==> src/rtl/div_sigcalc_seq.sv <==
// Sequential radix-2 restoring significand divider with start/done handshake.
// Optional DIV_SEQ_EARLY_TERM_EN: finish as soon as the partial remainder is zero.
module div_sigcalc_seq #(
    parameter int sig_width = 23
) (
    input  logic                 clk,
    input  logic                 resetn,
    input  logic                 start,
    input  logic [sig_width:0]   x,
    input  logic [sig_width:0]   d,
    output logic                 busy,
    output logic                 done,
    output logic [sig_width:0]   quotient,
    output logic                 guard_bit,
    output logic                 round_bit,
    output logic                 sticky_bit,
    output logic                 count
);
    localparam int N  = sig_width + 3;
    localparam int RW = sig_width + 2;
    localparam int CW = $clog2(N + 1);

    typedef enum logic [1:0] {IDLE, ITER, DONE} state_t;

    state_t               state, state_nxt;
    logic [sig_width:0]   d_r;
    logic                 count_r;
    logic [RW-1:0]        rem;
    logic [N-1:0]         q;
    logic [CW-1:0]        cnt;

    logic                 accept;
    logic                 ge;
    logic                 last;
    logic [RW-1:0]        rem_sub;
    logic [N-1:0]         q_step;
    logic [N-1:0]         q_fin;

    assign accept = (state != ITER) && start;

    always_comb begin
        ge      = rem >= {1'b0, d_r};
        rem_sub = ge ? (rem - {1'b0, d_r}) : rem;
        q_step  = {q[N-2:0], ge};
`ifdef DIV_SEQ_EARLY_TERM_EN
        // A zero remainder means every remaining quotient bit is zero.
        last  = (cnt == CW'(1)) || (rem_sub == '0);
        q_fin = q_step << (cnt - CW'(1));
`else
        last  = (cnt == CW'(1));
        q_fin = q_step;
`endif
    end

    always_ff @(posedge clk or negedge resetn) begin
        if (!resetn) state <= IDLE;
        else         state <= state_nxt;
    end

    always_comb begin
        state_nxt = state;
        case (state)
            IDLE:    if (start) state_nxt = ITER;
            ITER:    if (last)  state_nxt = DONE;
            DONE:    state_nxt = start ? ITER : IDLE;
            default: state_nxt = IDLE;
        endcase
    end

    always_comb begin
        busy = (state == ITER);
        done = (state == DONE);
    end

    always_ff @(posedge clk or negedge resetn) begin
        if (!resetn) begin
            d_r        <= '0;
            count_r    <= 1'b0;
            rem        <= '0;
            q          <= '0;
            cnt        <= '0;
            quotient   <= '0;
            guard_bit  <= 1'b0;
            round_bit  <= 1'b0;
            sticky_bit <= 1'b0;
            count      <= 1'b0;
        end else if (accept) begin
            d_r     <= d;
            count_r <= (x < d);
            // Pre-shift the dividend when x < d so the quotient MSB lands at 1.
            rem     <= (x < d) ? {x, 1'b0} : {1'b0, x};
            q       <= '0;
            cnt     <= CW'(N);
        end else if (state == ITER) begin
            q   <= q_step;
            rem <= {rem_sub[RW-2:0], 1'b0};
            cnt <= cnt - CW'(1);
            if (last) begin
                quotient   <= q_fin[N-1:2];
                guard_bit  <= q_fin[1];
                round_bit  <= q_fin[0];
                sticky_bit <= (rem_sub != '0);
                count      <= count_r;
            end
        end
    end
endmodule

==> config.mk <==
export PLATFORM = sky130hd
export DESIGN_NAME = div_sigcalc_seq
export DESIGN_NICKNAME = d
export VERILOG_FILES = /design/src/rtl/div_sigcalc_seq.sv
export SDC_FILE = /design/constraint.sdc
export NUM_CORES = 1
export LEC_CHECK = 0
export CORE_ASPECT_RATIO = 1.75
export CORE_UTILIZATION = 35
export DETAILED_ROUTE_END_ITERATION = 10
export PLACE_DENSITY_LB_ADDON = 0.15
export REMOVE_ABC_BUFFERS = 1
export SETUP_SLACK_MARGIN = 0.5
export SLEW_MARGIN = 25
export SYNTH_ARGS = -nofsm -noshare
export SYNTH_HDL_FRONTEND = slang
export SYNTH_SLANG_ARGS = --single-unit
export TNS_END_PERCENT = 1
==> constraint.sdc <==
create_clock -name clk -period 3.78 [get_ports clk]
set_input_delay 0.756 -clock clk [delete_from_list [all_inputs] [get_ports clk]]
set_output_delay 0.756 -clock clk [all_outputs]
set_load 0.05 [all_outputs]
**Yosys cells after proc, flatten, opt, wreduce, memory -nomap -nowiden**

Cells that the tools add are included.

- Mux-type cells: 12
- Divide/modulo/power cells: 0
- Shift-type cells: 0
- Bitwise operators: 1
- $add $sub $neg: 2
- Equal/unequal tests: 6
- Order comparisons: 2
- $mul: 0
- Reductions and logical operators: 6

Operator list:

| kind | number |
|---|---|
| $mux W25 | 6 |
| $ge A25 B24 Y1 | 1 |
| $reduce_bool A25 Y1 | 1 |
| $sub A25 B24 Y25 | 1 |
| $lt A24 B24 Y1 | 1 |
| $mux W5 | 2 |
| $pmux W2 S3 | 1 |
| $eq A5 B1 Y1 const B | 1 |
| $sub A5 B1 Y5 const B | 1 |
| $mux W2 | 2 |
| $ne A2 B1 Y1 const B | 2 |
| $reduce_and A3 Y1 | 1 |
| $eq A2 B1 Y1 const B | 1 |
| $eq A2 B2 Y1 const B | 1 |
| $logic_not A2 Y1 | 1 |
| $ne A2 B2 Y1 const B | 1 |
| $reduce_and A2 Y1 | 1 |
| $reduce_bool A2 Y1 | 1 |
| $logic_and A1 B1 Y1 | 1 |
| $mux W1 | 1 |
| $not A1 Y1 | 1 |

- Register bits: 110
- Memories: 0
- Bits in writable memories: 0
- Bits in read-only memories: 0
- Output and inout bits: 30
- Logic and storage cells: 40
- Latch bits: 0

**Longest topological paths before layout**

- Depth after elaboration: 4
- Gate-level depth with buffers: 14
- Depth with buffers taken out: 13

**Worst setup path before layout**

OpenSTA, ideal clock, no wires.

- Kind: reg-to-reg
- Start point: reg rem[0]
- End point: reg sticky_bit
- Cell stages (with the launch flop): 14
- Setup slack: 0.513 ns
- Library setup time: 0.126 ns
- Arrival: 3.141 ns
- Clock period less this slack: 3.267 ns
- Cell sequence: dfrtp_1 -> inv_1 -> ha_1 -> inv_1 -> fa_1 -> a21o_1 -> a221o_2 -> a2111oi_4 -> nor2_2 -> xor2_1 -> nor4_2 -> nand4_1 -> o31a_1 -> o32a_1

- Cells in the longest elaborated chain, start to end: 3
- Elaborated cells on any way between the ends: 4
- Those cells by class: add/sub: 1; order compare: 1; mux: 1; reduce/logical: 1

RTL lines:

| what | RTL line | source |
|---|---|---|
| start, declared | 28 | `logic [RW-1:0] rem;` |
| start signal, assigned | 91 | `rem <= (x < d) ? {x, 1'b0} : {1'b0, x};` |
| start signal, assigned | 96 | `rem <= {rem_sub[RW-2:0], 1'b0};` |
| $sub A25 B24 Y25 / $ge A25 B24 Y1 (equally long branches) | 43, 42 |  |
| $mux W25 * | 43 | `rem_sub = ge ? (rem - {1'b0, d_r}) : rem;` |
| $reduce_bool A25 Y1 * | 102 | `sticky_bit <= (rem_sub != '0);` |
| end signal, assigned | 102 |  |
| end, declared | 16 | `output logic sticky_bit,` |

Mark *: on every way between the ends. The rest lies on a longest branch, timed or not.
A chain may end at the register's enable or synchronous reset.

**Final worst setup path**

- Start point: reg rem[6]
- End point: reg sticky_bit

Same word-level chain as after synthesis.

==> qor.csv <==
stage;metric;value;unit
clock_tree;clock latency on the worst-skew pair;0.36;ns
clock_tree;total CTS buffers;9;
drt;routed vias/inst;5.26;
clock_tree;clock buffer depth;2;
drt;DRT Pass-1 Iters;4;
placement;DPL Wire Length;15.3;mm
timing;RSZ-0062 raised after global routing;true;
synth;synthesized area;6880;um^2
timing;max_slew headroom;61.9;%
timing;Sum Neg Setup Slack;0;ns
critical_path;Crit Path Max Fanout;7;
synth;Yosys top cell by area;dfrtp_1;
synth;Primary FF master, synth;dfrtp_1;
critical_path;CP Launch Type;flip-flop;
critical_path;crit end category;flip-flop;
floorplanning;Initial Util;35.8;%
cells_and_area;fillers;1981;
clock_tree;CTS tree;yes;
global_routing;largest net degree at the start of global routing;71;
timing;final setup violation count;0;
drt;Final ANT Viol Nets;0;
clock_tree;H-tree levels;3;
floorplanning;core area;19200;um^2
placement;pre-CTS setup slack;0.0852;ns
clock_tree;Sink Count;110;
timing;Slew Viols, Final;0;
timing;Fmax achieved;0.302;GHz
synth;ys async rst share;100;%
synth;sequential fraction of the synthesis area;40.0;%
synth;largest family of logic cells by synthesized area;compound AO/OA/AOI/OAI gates;
critical_path;Critical Path RT;4.03;ns
drt;final WL;20.3;mm
floorplanning;Die W;108;um
synth;synthesis-stage register bit count;110;
cells_and_area;layout cells sized above 1;8.20;%
global_routing;global-route wire length before repair;32.8;mm
floorplanning;# IOs;81;
placement;port bufs;80;
synth;Post-synth EDFFs;0;
timing;clock skew;0.0119;ns
critical_path;Reg-to-Reg End;sticky_bit;
worst_hold_path;worst min path class;in2async;
synth;Synth top area share;40.0;%
timing;final hold vios;0;
global_routing;vias in the first global route;6250;
critical_path;Worst EP arrival;3.56;ns
critical_path;FF-to-FF Start;rem[6];
job;max cap viols;0;
floorplanning;die area;20200;um^2
cells_and_area;Final #Nets;998;
clock_tree;Worst-path clk slew;0.08;ns
floorplanning;Die H;187;um
cells_and_area;most common cell after layout, fill and taps aside;nand2_1;
cells_and_area;most frequent cells in the layout;nand2_1 (181), dfrtp_1 (110), o21ai_0 (94);
timing;Slew @ Worst Pin;0.571;ns
global_routing;global-route usage over all layers;21.2;%
synth;library cells used by synthesis;55;
synth;Post-Synth Simple-Gate Area;17.7;%
drt;Vias;6009;
placement;Placed Cells;1119;
synth;Ys Warns;0;
cells_and_area;final cell count without fillers;1143;
timing;Final period util;87.6;%
synth;Post-Syn Instances;822;
placement;GP Congestion;0.926;
drt;residual DRC count;0;
clock_tree;CTS root buf;clkbuf_16;
timing;Tmin final;3.31;ns
critical_path;Setup CP Type;reg2reg;
run_status;outcome;completed;
global_routing;GRT Residual Overflow;0;
critical_path;R2R Setup Slk;0.47;ns
timing;final worst setup slack;0.468;ns
clock_tree;CTS Hold Bufs;0;
drt;mean routed wirelength per cell;17.8;um
synth;average footprint of a synthesized cell;8.37;um^2
critical_path;R2R depth;10;
synth;xor and xnor area share after synthesis;2.93;%
synth;adder-cell area share of the yosys netlist;9.20;%
cells_and_area;Area growth syn-to-layout;22.0;%
global_routing;initial antenna violation count;0;
cells_and_area;Ant. Diodes;0;
drt;DRT iter0 DRCs;236;
floorplanning;row cnt;67;
synth;dominant cells by area after synthesis;dfrtp_1 (40%), nand2_1 (9.9%), ha_1 (8.9%);
synth;post-synthesis mux area share;5.58;%
synth;Synth Area in Compound Gates;19.2;%
[repair_timing]
item,4_1_cts,5_1_grt
hold endpoints to repair,0,0
pin swaps,11,8
setup buffers,5,3
endpoints found under the setup margin,1,21
resized for setup,7,2
[layout make-up]
class | instances | area [um^2] | share of cell area [%]
clock buffers | 10 | 239 | 2.85
clock inverters | 6 | 80.1 | 0.954
flip-flops and latches | 110 | 2750 | 32.8
repair buffers | 103 | 1010 | 12.0
well taps | 241 | 302 | 3.59
multi-input cells | 613 | 3790 | 45.1
inverters | 60 | 225 | 2.68
[routing by layer]
| metal | GRT usage (%) | part of all wire (%) |
|---|---|---|
| met1 | 23.1 | 39 |
| met2 | 39.0 | 54 |
| met4 | 11.7 | 4.8 |
| met5 | 0 | 0 |
| met3 | 1.95 | 2.3 |
[worst max path at each step]
stage,start,endpoint,slack (ns),cells after the start
final,rem[6],sticky_bit,0.47,10
after detailed placement,rem[0],sticky_bit,0.09,13
after floorplan,state[0],sticky_bit,-0.52,5
after global placement,rem[0],sticky_bit,0.10,13
after CTS,rem[0],sticky_bit,0.49,13
after global routing,rem[0],sticky_bit,0.33,13
[stage by stage]
| stage | util, % | hold WS, ns | area [um^2] |
|---|---|---|---|
| 3_5_place_dp | 41.6 | 0.461 | 7980 |
| 4_1_cts | 43.6 | 0.404 | 8360 |
| 5_1_grt | 43.7 | 0.428 | 8390 |
| 3_3_place_gp | 41.6 | 0.457 | 7980 |
| 6_report | 43.7 | 0.379 | 8390 |
| 2_1_floorplan | - | 0.439 | 6730 |
[cell families after synthesis]
logic type / count (synthesis)
muxes: 36
buffers and inverters: 99
adders and majority gates: 50
xor gates and xnor gates: 23
AOI/OAI and AO/OA: 219
and+or+nand+nor: 285
DFF: 110
[sequential cells by signal, summed over array words and instances, names as in the netlist]
register    flops
count           1
q              25
quotient       24
rem            25
state           2
d_r            24
round_bit       1
count_r         1
guard_bit       1
sticky_bit      1
cnt             5
[synth_stat cells, types with 2 or more instances]
library cell  instances
a211o_1               5
a211oi_1              5
a21o_1               21
a21oi_1              40
a31oi_1               5
a41o_1                2
and2_1                2
and3_1                4
buf_1                 2
buf_2                 3
clkbuf_1             34
dfrtp_1             110
ha_1                 49
inv_1                57
inv_2                 2
mux2_2               19
mux2i_1              17
nand2_1             181
nand2b_1              3
nand3_1              13
nand4_1              13
nand4b_1              2
nor2_1               42
nor2b_1               2
nor3_1                6
nor4_1                7
o211ai_1              6
o21ai_0              96
o21ai_1               3
o22ai_1              18
o31a_1                3
o31ai_1               2
o32ai_1               2
or2_1                 2
or3_1                 3
xnor2_1              14
xor2_1                9
[worst max-delay path: stages (launching register included)]
cell	delay, ns
dfrtp_1	0.42
ha_1	0.47
and3_1	0.27
nand2_1	0.09
a21oi_1	0.42
o31ai_1	0.21
a21oi_1	0.32
o22ai_1	0.16
xnor2_1	0.20
o31a_1	0.30
o32a_1	0.33
Power is not shown: default switching activity piles up to over one toggle a cycle in this logic, so the estimate is an artifact.
==> variant 1, RTL diff (same settings) <==
Build with the macro `DIV_SEQ_EARLY_TERM_EN` defined.
--- a/src/rtl/div_sigcalc_seq.sv
+++ b/src/rtl/div_sigcalc_seq.sv
@@ -1,5 +1,7 @@
 // Sequential radix-2 restoring significand divider with start/done handshake.
 // Optional DIV_SEQ_EARLY_TERM_EN: finish as soon as the partial remainder is zero.
+`define DIV_SEQ_EARLY_TERM_EN
+
 module div_sigcalc_seq #(
     parameter int sig_width = 23
 ) (
Check against the original RTL: not equivalent (a bounded check fails within 4 cycles, from zero or initial values and one cycle with resetn low).
==> variant 1 against the original RTL <==
The flow now finishes with violations (setup timing); synthesized area grew 18%; design area rose by 25%; critical path type unchanged; critical endpoint is now quotient[10]; worst hold slack better by 0.027 ns; wire length increased by 22%; count of clock-buffer cells in the layout grew 2; clock skew fell by 0.0045 ns; sequential cell count did not move; setup slack got worse by 0.84 ns; via count rose by 24%.
Power is not shown: default switching activity piles up to over one toggle a cycle in this logic, so the estimate is an artifact.
==> variant 1: results (changes against the original RTL) <==
Route
  – Met3 WL: 500 um (+8.5%)
  – Top Metal Used: met4
  – Met2 WL: 14500 um (+32%)
  – Drt wl/cell: 17.5 um (-1.8%)
  – Vias: 7446 (+24%)
  – Initial DRC count: 285 (+21%)
  – DRT Pass-1 Iters: 5 (+1)
  – Met1 Routed Length: 8960 um (+13%)

STA
  – Slew headroom: 43.6% (-18 points)
  – Post-Route Setup TNS: -8.85 ns (-8.85 ns)
  – Clock skew: 0.00742 ns (-0.00449 ns)
  – Final setup vio count: 27 (+27)
  – Final worst slack: -0.370 ns (-0.838 ns)

Finish
  – Fin util: 46.3% (+2.6 points)
  – Net count, final: 1222 (+22%)
  – FILL cells: 2263 (+14%)
  – Non-filler cells, final: 1426 (+25%)
  – Layout cells sized above 1: 18.7% (+10 points)

Status
  – Failing checks: setup timing
  – Outcome: finished, violations left

Setup path
  – Worst setup path start: rem[0]
  – Slowest Stage Delay on Critical Path: 0.52 ns (+0.05 ns)
  – Arrival time at the worst endpoint: 4.40 ns (+0.84 ns)
  – Crit-path slowest cell: or4b_4
  – Critical path peak fanout: 9 (+2)

Global routing
  – Number of global-route vias before repair: 7813 (+25%)
  – Grt met1 use: 22.3% (-0.84 points)
  – Met2 global-route usage: 44.7% (+5.8 points)
  – Met3 usage: 2.79% (+0.85 points)
  – All-Layer GR Usage: 22.6% (+1.4 points)
  – First-pass GRT wire length: 40800 um (+25%)
  – Pin count of the biggest net entering global routing: 86 (+21%)

Logic synthesis
  – Post-Synth XOR/XNOR Area: 3.02% (+0.097 points)
  – Syn Area/Cell: 8.54 um^2 (+2.1%)
  – Synth Area in Adders: 7.81% (-1.4 points)
  – Post-synthesis compound-gate area fraction: 18.2% (-0.92 points)
  – Sequential cell area fraction in the yosys report: 34.0% (-6.0 points)
  – Post-synthesis mux area share: 13.9% (+8.3 points)
  – Top cells by area, synth: dfrtp_1 (34%), mux2i_1 (8.3%), ha_1 (7.6%), nand2_1 (6.3%), o21ai_0 (4.3%)
  – Commonest cells in the netlist: nand2_1 (135), dfrtp_1 (110), o21ai_0 (70)

Clock network
  – Worst-path clk slew: 0.08 ns (about the same)
  – Post-CTS setup buffer count: 8 (+3)

Place
  – DP Area: 10100 um^2 (+26%)
  – Dpl ws: -0.540 ns (-0.625 ns)
  – Final RePlAce weighted congestion: 0.915 (-1.2%)
  – DP Wirelength: 19600 um (+28%)
variant 1: cell count changes after synthesis, sizes merged, moves of 8 or more:
cell / change
mux2i: +50
nand2: -46
nand3: +45
o21ai: -30
a21oi: +25
o221ai: +23
clkbuf: +20
mux2: +16
o22ai: -13
nor2b: +8
o21a: +8
variant 1: cells by family after synthesis:
kind of cell	Yosys count
simple gates	308
compound gates	234
buf+inv	117
flops	110
mux	102
fa+ha+maj	50
xor+xnor	28
variant 1: worst paths after layout:
kind | end | cells after the start | slack [ns]
worst max-delay path | quotient[10] | 18 | -0.37
worst min-delay path | d_r[8] | 1 | 0.41
worst max register to register | quotient[10] | 18 | -0.37
worst min register to register | d_r[4] | 2 | 0.48
max in group asynchronous | cnt[2] | 2 | 2.60
min in group clk | d_r[4] | 2 | 0.48
variant 1: layout make-up:
type	count	share of cell area, %
Multi-Input combinational cell	722	47.0
Sequential cell	110	26.2
Timing Repair Buffer	221	18.6
Tap cell	300	3.57
Clock buffer	12	2.44
Inverter	57	2.03
Clock inverter	4	0.285
==> variant 2, RTL diff (same settings) <==
Made on the original files. Encoding of `state_t`: now one-hot (3 bits for 3 states).
--- a/src/rtl/div_sigcalc_seq.sv
+++ b/src/rtl/div_sigcalc_seq.sv
@@ -20,7 +20,7 @@
     localparam int RW = sig_width + 2;
     localparam int CW = $clog2(N + 1);
 
-    typedef enum logic [1:0] {IDLE, ITER, DONE} state_t;
+    typedef enum logic [2:0] {IDLE = 3'b001, ITER = 3'b010, DONE = 3'b100} state_t;
 
     state_t               state, state_nxt;
     logic [sig_width:0]   d_r;
Function: same outputs for any inputs over 10 cycles, from zero or initial values and one cycle with resetn low; not proved beyond that.
==> variant 2 against the original RTL <==
First-iteration DRC count rose by 67%; synthesized cell count rose by 7.1%; sequential cell count rose by 1; synthesized area rose by 5.3%; setup slack got worse by 0.013 ns; count of clock-buffer cells in the layout rose by 2; design area rose by 5.7%; clock skew fell by 0.0035 ns; wire length rose by 14%; core utilization barely moved; via count rose by 13%.
==> variant 2: results (changes against the original RTL) <==
Finish
  – Net count, final: 1060 (+6.2%)
  – FILL cells: 2073 (+4.6%)
  – Largest registers: q x25, rem x25
  – Ant. Diodes: 0 (unchanged)
  – Layout cells sized above 1: 9.34% (+1.1 points)

Logic synthesis
  – Syn. warnings: 0 (unchanged)
  – Sequential cell area fraction in the yosys report: 38.4% (-1.6 points)
  – Ys async rst share: 100% (unchanged)
  – Top cells by area, synth: dfrtp_1 (38%), nand2_1 (10%), ha_1 (8.5%), o21ai_0 (6.6%), inv_1 (2.9%)
  – Library cells used by synthesis: 68 (+24%)
  – Commonest cells in the netlist: nand2_1 (196), dfrtp_1 (110), o21ai_0 (95)

STA
  – Clock skew: 0.00839 ns (-0.00352 ns)
  – Slew headroom: 48.4% (-13 points)

Clock network
  – H-Tree Depth: 3 (unchanged)
  – Root Driver: clkbuf_16
  – Cts bufs inserted: 9 (unchanged)
  – Worst-case clock buffer depth: 2 (unchanged)
  – Clock Latency Late Sink: 0.36 ns (about the same)
  – Worst-path clk slew: 0.07 ns

Place
  – # port buffers: 80 (unchanged)
  – Final RePlAce weighted congestion: 0.948 (+2.4%)
  – DP Wirelength: 17600 um (+15%)
  – Dpl ws: -0.170 ns (-0.255 ns)

Global routing
  – Number of global-route vias before repair: 6673 (+6.8%)
  – Pin count of the biggest net entering global routing: 57 (-20%)
  – First-pass GRT wire length: 36700 um (+12%)
  – All-Layer GR Usage: 22.5% (+1.3 points)
  – Initial antenna violation count: 0 (unchanged)

Setup path
  – Slowest Stage Delay on Critical Path: 0.40 ns (-0.07 ns)
  – Critical path peak fanout: 5 (-2)
  – Crit-path slowest cell: fa_2
  – Arrival time at the worst endpoint: 3.56 ns (about the same)
  – Crit-path leading delay family: compound AO/OA/AOI/OAI gates

Route
  – Final WL: 23200 um (+14%)
  – DRT Pass-1 Iters: 4 (unchanged)
  – Final ANT Viol Nets: 0 (unchanged)
  – Initial DRC count: 395 (+67%)
  – Routed vias/inst: 5.59 (+6.4%)

Power
  – Lkg Pwr: 0.00405 uW
  – Worst vdd ir: 0.305 mV

Hold path
  – Hold crit path type: input port to asynchronous set/reset pin

Status
  – Outcome: finished, final reports clean
-- variant 2: per-stage QoR --
step | cells | area (um^2) | TNS (ns)
after global placement | 1193 | 8420 | -1.94
after floorplan | 833 | 7050 | -48.03
after CTS | 1211 | 8800 | 0
final | 1212 | 8870 | 0
after global routing | 1212 | 8870 | 0
after detailed placement | 1193 | 8420 | -1.95
-- variant 2: area by class of cell --
type | count | area share, %
clock buffer | 12 | 2.78
clock inverter | 4 | 0.367
inverter | 57 | 2.41
multi-input combinational | 665 | 47.3
sequential | 111 | 31.3
tap | 248 | 3.50
timing repair buffer | 115 | 12.4
-- variant 2: layer usage --
metal  share of wire, %  track usage [%]  vias up
met5                  0                0        -
li1                   -                -     3280
met4                6.9             15.3        0
met2                 52             41.4      178
met3                2.8             2.42       73
met1                 39             24.1     3250
-- variant 2: path summary, 6_finish.rpt --
kind	startpoint	to	slack (ns)	depth (start not counted)
worst max-delay path	rem[0]	sticky_bit	0.45	15
worst min-delay path	resetn	d_r[1]	0.47	1
worst max register to register	rem[0]	sticky_bit	0.45	15
worst min register to register	quotient[21]	quotient[21]	0.47	2
max in group asynchronous	resetn	rem[17]	2.43	2
min in group clk	quotient[21]	quotient[21]	0.47	2
-- variant 2: what timing repair did --
item / CTS / global route
gates resized for setup: 14 / 14
endpoints found under the setup margin: 26 / 23
pin swaps: 9 / 8
buffers inserted: 2 / 1
-- variant 2: power by group --
part	total, uW	switching [uW]	internal, uW
registers	1690	264	1430
clock network	946	476	470
logic	4240	2560	1680
-- variant 2: kinds of logic after synthesis --
kind of cell / count (synthesis) / share of synthesized area [%]
compound gates: 256 / 22.9
mux: 19 / 2.63
simple gates: 329 / 20.3
xor+xnor: 11 / 1.33
flops: 111 / 38.4
fa+ha+maj: 50 / 8.74
buf+inv: 104 / 5.68
